`config.mk`:
```
export PLATFORM = sky130hd
export DESIGN_NAME = aes_key_sched_ctrl_flat
export DESIGN_NICKNAME = d
export VERILOG_FILES = /design/src/rtl/aes_key_sched_ctrl_if.sv /design/src/rtl/aes_key_sched_ctrl.sv /design/src/flat_wrapper.sv
export SDC_FILE = /design/constraint.sdc
export NUM_CORES = 2
export LEC_CHECK = 0
export BUFFER_PORTS_ARGS = -buffer_cell sky130_fd_sc_hd__buf_2
export CAP_MARGIN = 10
export CORE_MARGIN = 5
export CORE_UTILIZATION = 55
export CTS_CLUSTER_DIAMETER = 30
export DETAILED_ROUTE_END_ITERATION = 10
export GPL_ROUTABILITY_DRIVEN = 0
export PLACE_DENSITY_LB_ADDON = 0.2
export SETUP_SLACK_MARGIN = 0.05
export SLEW_MARGIN = 40
export SYNTH_ARGS = -nofsm -noshare
export SYNTH_HDL_FRONTEND = slang
export SYNTH_SLANG_ARGS = --single-unit
```
`constraint.sdc`:
```
create_clock -name clk -period 38.5 [get_ports clk]
set_clock_uncertainty 0.2 [all_clocks]
set_input_delay 1.925 -clock clk [delete_from_list [all_inputs] [get_ports clk]]
set_output_delay 1.925 -clock clk [all_outputs]
set_load 0.05 [all_outputs]
```
`src/rtl/aes_key_sched_ctrl_if.sv`:
```
// Link between the key-schedule controller (master) and the AES key-expansion core (slave).
interface aes_key_sched_ctrl_if #(
  parameter int KEY_W = 256
);
  logic             ke_start;
  logic [KEY_W-1:0] ke_key;
  logic [1:0]       ke_size;
  logic [127:0]     ke_subkey;
  logic             ke_rdy;

  modport master (
    output ke_start, ke_key, ke_size,
    input  ke_subkey, ke_rdy
  );

  modport slave (
    input  ke_start, ke_key, ke_size,
    output ke_subkey, ke_rdy
  );
endinterface

```
`src/rtl/aes_key_sched_ctrl.sv`:
```
// AES key-schedule controller: starts the expansion core, buffers its round keys and serves them by index.
// Optional stall watchdog enabled by defining KEY_SCHED_TIMEOUT_EN.
module aes_key_sched_ctrl #(
  parameter int RK_MAX  = 15,
  parameter int KEY_W   = 256,
  parameter int TIMEOUT = 64
) (
  input  logic                  clk,
  input  logic                  reset,
  input  logic                  load,
  input  logic [KEY_W-1:0]      key_in,
  input  logic [1:0]            key_size,
  output logic                  busy,
  output logic                  keys_valid,
  aes_key_sched_ctrl_if.master  ke,
  input  logic [3:0]            rk_idx,
  output logic [127:0]          rk_out,
  output logic                  err
);

  typedef enum logic [1:0] {IDLE, RUN, DONE} state_t;

  state_t       state;
  logic [3:0]   wr_ptr;
  logic [3:0]   nrk;
  logic [127:0] rk_buf [RK_MAX];

  logic accept, reject, capture, last_key, timeout;

  function automatic logic [3:0] nrk_of(input logic [1:0] size);
    case (size)
      2'b00:   return 4'd11;
      2'b01:   return 4'd13;
      default: return 4'd15;
    endcase
  endfunction

  assign accept   = load && (key_size != 2'b11) && (state != RUN);
  assign reject   = load && (key_size == 2'b11) && (state != RUN);
  assign capture  = (state == RUN) && ke.ke_rdy;
  assign last_key = capture && (wr_ptr == nrk - 4'd1);

`ifdef KEY_SCHED_TIMEOUT_EN
  localparam int SW = $clog2(TIMEOUT + 1);
  logic [SW-1:0] stall_cnt;

  // Counter idles at zero outside RUN, so every run starts its stall budget afresh.
  always_ff @(posedge clk or negedge reset) begin
    if (!reset)                           stall_cnt <= '0;
    else if (state != RUN || ke.ke_rdy)   stall_cnt <= '0;
    else                                  stall_cnt <= stall_cnt + 1'b1;
  end

  assign timeout = (state == RUN) && !ke.ke_rdy && (stall_cnt == SW'(TIMEOUT - 1));
`else
  assign timeout = 1'b0;
`endif

  // NOTE: all state and registered outputs use non-blocking assignments so every
  // reader in this clock sees the pre-edge values.
  always_ff @(posedge clk or negedge reset) begin
    if (!reset) begin
      state       <= IDLE;
      wr_ptr      <= '0;
      nrk         <= '0;
      busy        <= 1'b0;
      keys_valid  <= 1'b0;
      ke.ke_start <= 1'b0;
      ke.ke_key   <= '0;
      ke.ke_size  <= '0;
      err         <= 1'b0;
    end else begin
      if (reject) err <= 1'b1;
      case (state)
        IDLE, DONE: begin
          if (accept) begin
            ke.ke_key   <= key_in;
            ke.ke_size  <= key_size;
            nrk         <= nrk_of(key_size);
            wr_ptr      <= '0;
            keys_valid  <= 1'b0;
            busy        <= 1'b1;
            ke.ke_start <= 1'b1;
            state       <= RUN;
          end
        end
        RUN: begin
          if (capture) begin
            ke.ke_start <= 1'b0;
            wr_ptr      <= wr_ptr + 4'd1;
            if (last_key) begin
              busy       <= 1'b0;
              keys_valid <= 1'b1;
              state      <= DONE;
            end
          end else if (timeout) begin
            err         <= 1'b1;
            ke.ke_start <= 1'b0;
            busy        <= 1'b0;
            state       <= IDLE;
          end
        end
        default: state <= IDLE;
      endcase
    end
  end

  // NOTE: the key buffer has no reset; keys_valid gates every read, so stale
  // contents are never observable.
  always_ff @(posedge clk) begin
    if (capture) rk_buf[wr_ptr] <= ke.ke_subkey;
  end

  // keys_valid is the registered flag, so a read issued with the final ke_rdy still returns 0.
  always_ff @(posedge clk or negedge reset) begin
    if (!reset)                           rk_out <= '0;
    else if (keys_valid && rk_idx < nrk)  rk_out <= rk_buf[rk_idx];
    else                                  rk_out <= '0;
  end

endmodule

```
`src/flat_wrapper.sv`:
```
// flat-port wrapper written by rule: the top's interface ports become plain ports
module aes_key_sched_ctrl_flat 
#(
  parameter int RK_MAX  = 15,
  parameter int KEY_W   = 256,
  parameter int TIMEOUT = 64
)
  (clk, reset, load, key_in, key_size, busy, keys_valid, rk_idx, rk_out, err, ke_ke_start, ke_ke_key, ke_ke_size, ke_ke_subkey, ke_ke_rdy);
  aes_key_sched_ctrl_if #(.KEY_W(KEY_W)) ke_i ();
  input  logic clk;
  input  logic reset;
  input  logic load;
  input  logic [KEY_W-1:0] key_in;
  input  logic [1:0] key_size;
  output logic busy;
  output logic keys_valid;
  input  logic [3:0] rk_idx;
  output logic [127:0] rk_out;
  output logic err;
  output wire logic [$bits(ke_i.ke_start)-1:0] ke_ke_start;
  output wire logic [$bits(ke_i.ke_key)-1:0] ke_ke_key;
  output wire logic [$bits(ke_i.ke_size)-1:0] ke_ke_size;
  input wire logic [$bits(ke_i.ke_subkey)-1:0] ke_ke_subkey;
  input wire logic [$bits(ke_i.ke_rdy)-1:0] ke_ke_rdy;
  assign ke_ke_start = ke_i.ke_start;
  assign ke_ke_key = ke_i.ke_key;
  assign ke_ke_size = ke_i.ke_size;
  assign ke_i.ke_subkey = ke_ke_subkey;
  assign ke_i.ke_rdy = ke_ke_rdy;
  aes_key_sched_ctrl #(.RK_MAX(RK_MAX), .KEY_W(KEY_W), .TIMEOUT(TIMEOUT)) u_core (.clk(clk), .reset(reset), .load(load), .key_in(key_in), .key_size(key_size), .busy(busy), .keys_valid(keys_valid), .ke(ke_i), .rk_idx(rk_idx), .rk_out(rk_out), .err(err));
endmodule
```
# After elaboration in Yosys (flattened, before gate mapping)
# Memories as Yosys holds them, arrays and structs flattened.
# Index checks and enable logic that the tools add are counted.
[op_classes]
n_addsub = 2
n_lt_le_gt_ge = 1
n_eq_ne = 10
mux = 21
reduce_logical = 15
[ops]
columns = ["cell", "count"]
rows = [
  ["$mux 128", 1],
  ["$mux 1", 9],
  ["$mux 4", 2],
  ["$ne 2x1->1 const B", 4],
  ["$pmux 4 s2", 1],
  ["$logic_and 1x1->1", 7],
  ["$mux 2", 3],
  ["$pmux 1 s2", 3],
  ["$pmux 3 s2", 1],
  ["$reduce_and 3->1", 2],
  ["$add 4x1->4 const B", 1],
  ["$eq 2x1->1 const B", 2],
  ["$eq 2x2->1 const B", 2],
  ["$eq 4x4->1", 1],
  ["$logic_not 2->1", 2],
  ["$lt 4x4->1", 1],
  ["$pmux 2 s2", 1],
  ["$reduce_and 4->1", 1],
  ["$sub 4x1->4 const B", 1],
  ["$ne 2x2->1 const B", 1],
  ["$reduce_and 2->1", 1],
  ["$reduce_bool 2->1", 1],
  ["$reduce_or 2->1", 1],
]
[word_totals]
register_bits = 400
ramBits = 1920
in_bits = 394
out_inout_bits = 390
wordCells = 60
n_memories = 1
[memory_table]
columns = ["name", "words", "width", "rd", "rd_clocked_by_memory_dff", "write_ports", "line_no", "source"]
rows = [
  ["u_core.rk_buf", 15, 128, 1, 0, 1, "aes_key_sched_ctrl.sv:26", "logic [127:0] rk_buf [RK_MAX];"],
]

# Longest topological paths before layout
[depth]
ltp_word = 6
mapped_depth = 9
ltp_nobuf = 6

# Worst setup path before layout
# OpenSTA, ideal clock, no wires.
[synth_timing]
path_type = "input-to-reg"
startpoint = "input ke_ke_rdy"
endpoint = "memory u_core.rk_buf[3][0], enable pin"
setup_time_ns = 0.929
t_arrival_ns = 14.168
slack_ns = 23.203
stages = 2
path_cell_list = "nand3b_1 -> nor4_1"
[synth_between]
elab_chain_cells = 3
[synth_lines]
columns = ["item", "line_no", "source"]
rows = [
  ["from (decl)", "flat_wrapper.sv:24", "input wire logic [$bits(ke_i.ke_rdy)-1:0] ke_ke_rdy;"],
  ["$logic_and 1x1->1", "aes_key_sched_ctrl.sv:40", "assign capture = (state == RUN) && ke.ke_rdy;"],
  ["$mux 1", "aes_key_sched_ctrl.sv:111", "if (capture) rk_buf[wr_ptr] <= ke.ke_subkey;"],
  ["$mux 1 (implied by the code)", "aes_key_sched_ctrl.sv:111", ""],
  ["to (decl)", "aes_key_sched_ctrl.sv:26", ""],
]
# Every way passes these cells.

# Worst setup path after layout
[layout_timing]
startpoint = "input rk_idx[1]"
endpoint = "register u_core.rk_out[92]"
[layout_between]
elab_chain_cells = 3
[layout_lines]
columns = ["item", "line_no", "source"]
rows = [
  ["from (decl)", "flat_wrapper.sv:17", "input logic [3:0] rk_idx;"],
  ["$lt 4x4->1", "aes_key_sched_ctrl.sv:117", "else if (keys_valid && rk_idx < nrk) rk_out <= rk_buf[rk_idx];"],
  ["$logic_and 1x1->1", "aes_key_sched_ctrl.sv:117", ""],
  ["$mux 128 (*)", "aes_key_sched_ctrl.sv:117", ""],
  ["to (signal assigned)", "aes_key_sched_ctrl.sv:117", ""],
  ["to (decl)", "aes_key_sched_ctrl.sv:17", "output logic [127:0] rk_out,"],
]
# Mark *: on every way between the ends. The rest lies on a longest branch, timed or not.
# A chain may end at the register's enable or synchronous reset.

==> flow_metrics.py <==
metrics = {
    "floorplanning": {
        "die_w_um": 410,
        "dieArea_um2": 168000,
        "die_y_um": 410,
        "core_area_um2": 159000,
        "rows": 146,
        "ios": 784,
        "start_util_pct": 55.4,
    },
    "synthesis": {
        "synth.area.top_cells": "edfxtp_1 66%, dfrtp_1 11%, mux4_2 6.6%, mux2i_1 5.8%, nand2_1 3.9%",
        "synth_seq_cells": 2319,
        "syn_inst": 4989,
        "seq_area_frac_synth_pct": 77.0,
        "synthArstFlopShare_pct": 17.2,
        "synth.top_cells.by_count": "1,920 x edfxtp_1, 908 x nand2_1, 513 x mux2i_1",
        "ys_warn_count": 0,
        "synthesis.area_um2": 87800,
        "ys.flop_type": "edfxtp_1",
        "syn_nets": 5391,
        "syn_area_per_cell_um2": 17.6,
        "yosysMostFrequentCell": "edfxtp_1",
        "synth_edf_count": 1920,
        "synth.largest_area_cell": "edfxtp_1",
        "synthDistinctLibCells": 43,
        "yosysTopAreaCellShare_pct": 65.6,
    },
    "timing": {
        "fmax_mhz": 182,
        "hold_violations": 0,
        "slew_headroom_pct": 35.1,
        "final.setup.tns_ns": 0,
        "rsz0062_at_grt": "false",
        "finalCritPeriodShare_pct": 14.3,
        "finalCriticalPeriod_ns": 5.50,
        "tightest_slew_ns": 0.974,
        "timing.final.ws_setup_ns": 33.00,
        "setup_viol": 0,
        "drv_slew": 0,
    },
    "critical_path": {
        "cp_cell_sequence": "buf_8, buf_4, buf_4, buf_12, buf_4, mux4_2, mux2i_1, or2_2, a21oi_1",
        "cp.depth": 9,
        "cp-startpoint": "rk_idx[1]",
        "critPathLaunchType": "input pin",
        "endpoint": "u_core.rk_out[92]$_DFF_PN0_",
        "end_kind": "register",
        "ff2ff_path_depth": 5,
        "required_ns": 39.11,
        "timing.rr.end": "u_core.rk_buf[1][119]$_DFFE_PP_",
        "crit_path_top_delay_cell": "buf_4",
        "cp_max_fo": 79,
        "r2r_start": "u_core.state[0]$_DFFE_PN0P_",
        "critPathBufInv": 5,
        "path_class": "input pin to register",
        "crit_arrival_ns": 6.11,
        "r2r_slack_ns": 34.59,
        "path_common_cell": "buf_4",
        "max_stage_delay_ns": 0.71,
        "path_delay_family": "buffers and inverters",
    },
    "clock_network": {
        "insertion_delay_ns": 0.98,
        "clk_pin_slew_ns": 0.05,
        "post_cts_buffers": 0,
        "clk_path_buf_depth": 4,
        "cts_sinks": 2319,
        "cts_resized": 0,
        "hold_buffers": 0,
        "cts_buffers": 444,
        "cts_tree": "built",
        "htreeDepth": 5,
        "cts_root_buf": "clkbuf_16",
    },
    "route": {
        "route.met2.wl_mm": 125,
        "top_layer": "met5",
        "wl_mm": 251,
        "drt_first_pass_iters": 5,
        "met1_length_mm": 90.5,
        "drtAntennaViolNets": 0,
        "routedWlPerCell_um": 29.4,
        "via_per_inst": 5.88,
        "vias": 50100,
        "drcViolationCount": 0,
        "route.met3.wl_mm": 20.7,
        "detail_route.iter0.violations": 5328,
    },
    "place": {
        "dp_slack_ns": 32.00,
        "io_buffers": 783,
        "place_inst": 7661,
        "post-dp-hpwl_mm": 141,
    },
    "grt": {
        "overflow": 0,
        "grt_pass1_vias": 51300,
        "antenna_found_initial": 90,
        "grt_max_degree": 159,
        "grt_pass1_wl_mm": 358,
        "grt_usage_pct": 29.7,
    },
    "finish": {
        "fillers": 10200,
        "drive_gt1_share_pct": 31.7,
        "nets": 6438,
        "syn2layout_area_growth_pct": 24.3,
        "register_area_um2": 67600,
        "multiInputGateArea_um2": 18700,
        "fin_cells": 8520,
        "fin_util_pct": 68.8,
    },
    "flow_run": {
        "maxCapViolCount": 0,
    },
    "outcome": {
        "status": "finished clean",
    },
    "min_path": {
        "hold_depth": 2,
        "worstHoldPathType": "register to register",
    },
    "power_and_ir_drop": {
        "power_density_nw_per_um2": 77.8,
        "irDropWorstVdd_mv": 0.0726,
        "p_leak_nw": 42.2,
    },
}
## layout make-up
type / count / share of cell area, %
tap: 2072 / 2.38
sequential: 2319 / 62.0
inverter: 7 / 0.0241
antenna: 44 / 0.101
timing repair buffer: 875 / 4.61
clock buffer: 548 / 11.0
multi-input combinational: 2389 / 17.1
clock inverter: 266 / 2.83
## cell usage in the layout (no fill, tap or decap), drive strengths merged, types with 3 or more instances in the layout
cell type	instances
edfxtp	1920
nand2	908
buf	875
clkbuf	548
mux2i	513
dfrtp	399
a21oi	259
mux4	256
clkinv	135
o21ai	134
or2	129
o22ai	128
bufinv	55
clkinvlp	45
diode	44
inv	38
and2	13
ha	8
xnor2	7
nor2	5
nand2b	4
and3	4
nand3b	3
nor3	3
## sequential cells by signal, indices dropped and copies added (netlist names), 2 cells and up
signal,cells
u_core.ke.ke_key,256
u_core.ke.ke_size,2
u_core.nrk,3
u_core.rk_buf,1920
u_core.rk_out,128
u_core.state,2
u_core.wr_ptr,4
## worst min-delay path, delay by kind of cell (launching register included)
kind | cells | cell delay, ns
flops | 1 | 0.33
simple gates | 2 | 0.10
## worst min path at each step
stage	end	from	slack, ns
2_1_floorplan	u_core.nrk[1]$_DFFE_PN0P_	u_core.nrk[1]$_DFFE_PN0P_	0.27
3_5_place_dp	u_core.ke.ke_key[220]$_DFFE_PN0P_	u_core.ke.ke_key[220]$_DFFE_PN0P_	0.26
3_3_place_gp	u_core.ke.ke_key[149]$_DFFE_PN0P_	u_core.ke.ke_key[149]$_DFFE_PN0P_	0.25
5_1_grt	u_core.ke.ke_key[229]$_DFFE_PN0P_	u_core.ke.ke_key[229]$_DFFE_PN0P_	0.28
6_report	u_core.ke.ke_key[199]$_DFFE_PN0P_	u_core.ke.ke_key[199]$_DFFE_PN0P_	0.26
4_1_cts	u_core.ke.ke_key[199]$_DFFE_PN0P_	u_core.ke.ke_key[199]$_DFFE_PN0P_	0.27
## cell families after synthesis
family                   Yosys count  synth area share [%]
flip-flops                      2319                  77.0
AND/OR/NAND/NOR                 1077                  5.08
multiplexers                     769                  12.4
AO/OA/AOI/OAI                    527                  3.46
buffers and inverters            281                  1.84
XOR/XNOR                           8                0.0798
adder cells (fa/ha/maj)            8                 0.114
## where the power goes
group / switching (W) / leakage, nW / internal, W
sequential: 0.000135 / 22.5 / 0.00306
combinational: 0.00114 / 12.4 / 0.000314
clock: 0.00126 / 7.30 / 0.00257
## per-layer routing
metal | vias up | track usage [%]
met3 | 568 | 7.69
met2 | 2399 | 49.2
met5 | - | 0
met4 | 26 | 16.3
li1 | 21300 | -
met1 | 25800 | 36.0
## per-stage QoR
step / power, W / cell area (µm²) / hold WS [ns]
after floorplan: 0.00419 / 87800 / 0.272
after global placement: 0.00466 / 93600 / 0.252
after detailed placement: 0.00469 / 93900 / 0.256
after CTS: 0.00852 / 109000 / 0.267
after global routing: 0.00876 / 109000 / 0.277
final: 0.00849 / 109000 / 0.263
Note: power is estimated with default switching activity, not from simulation.
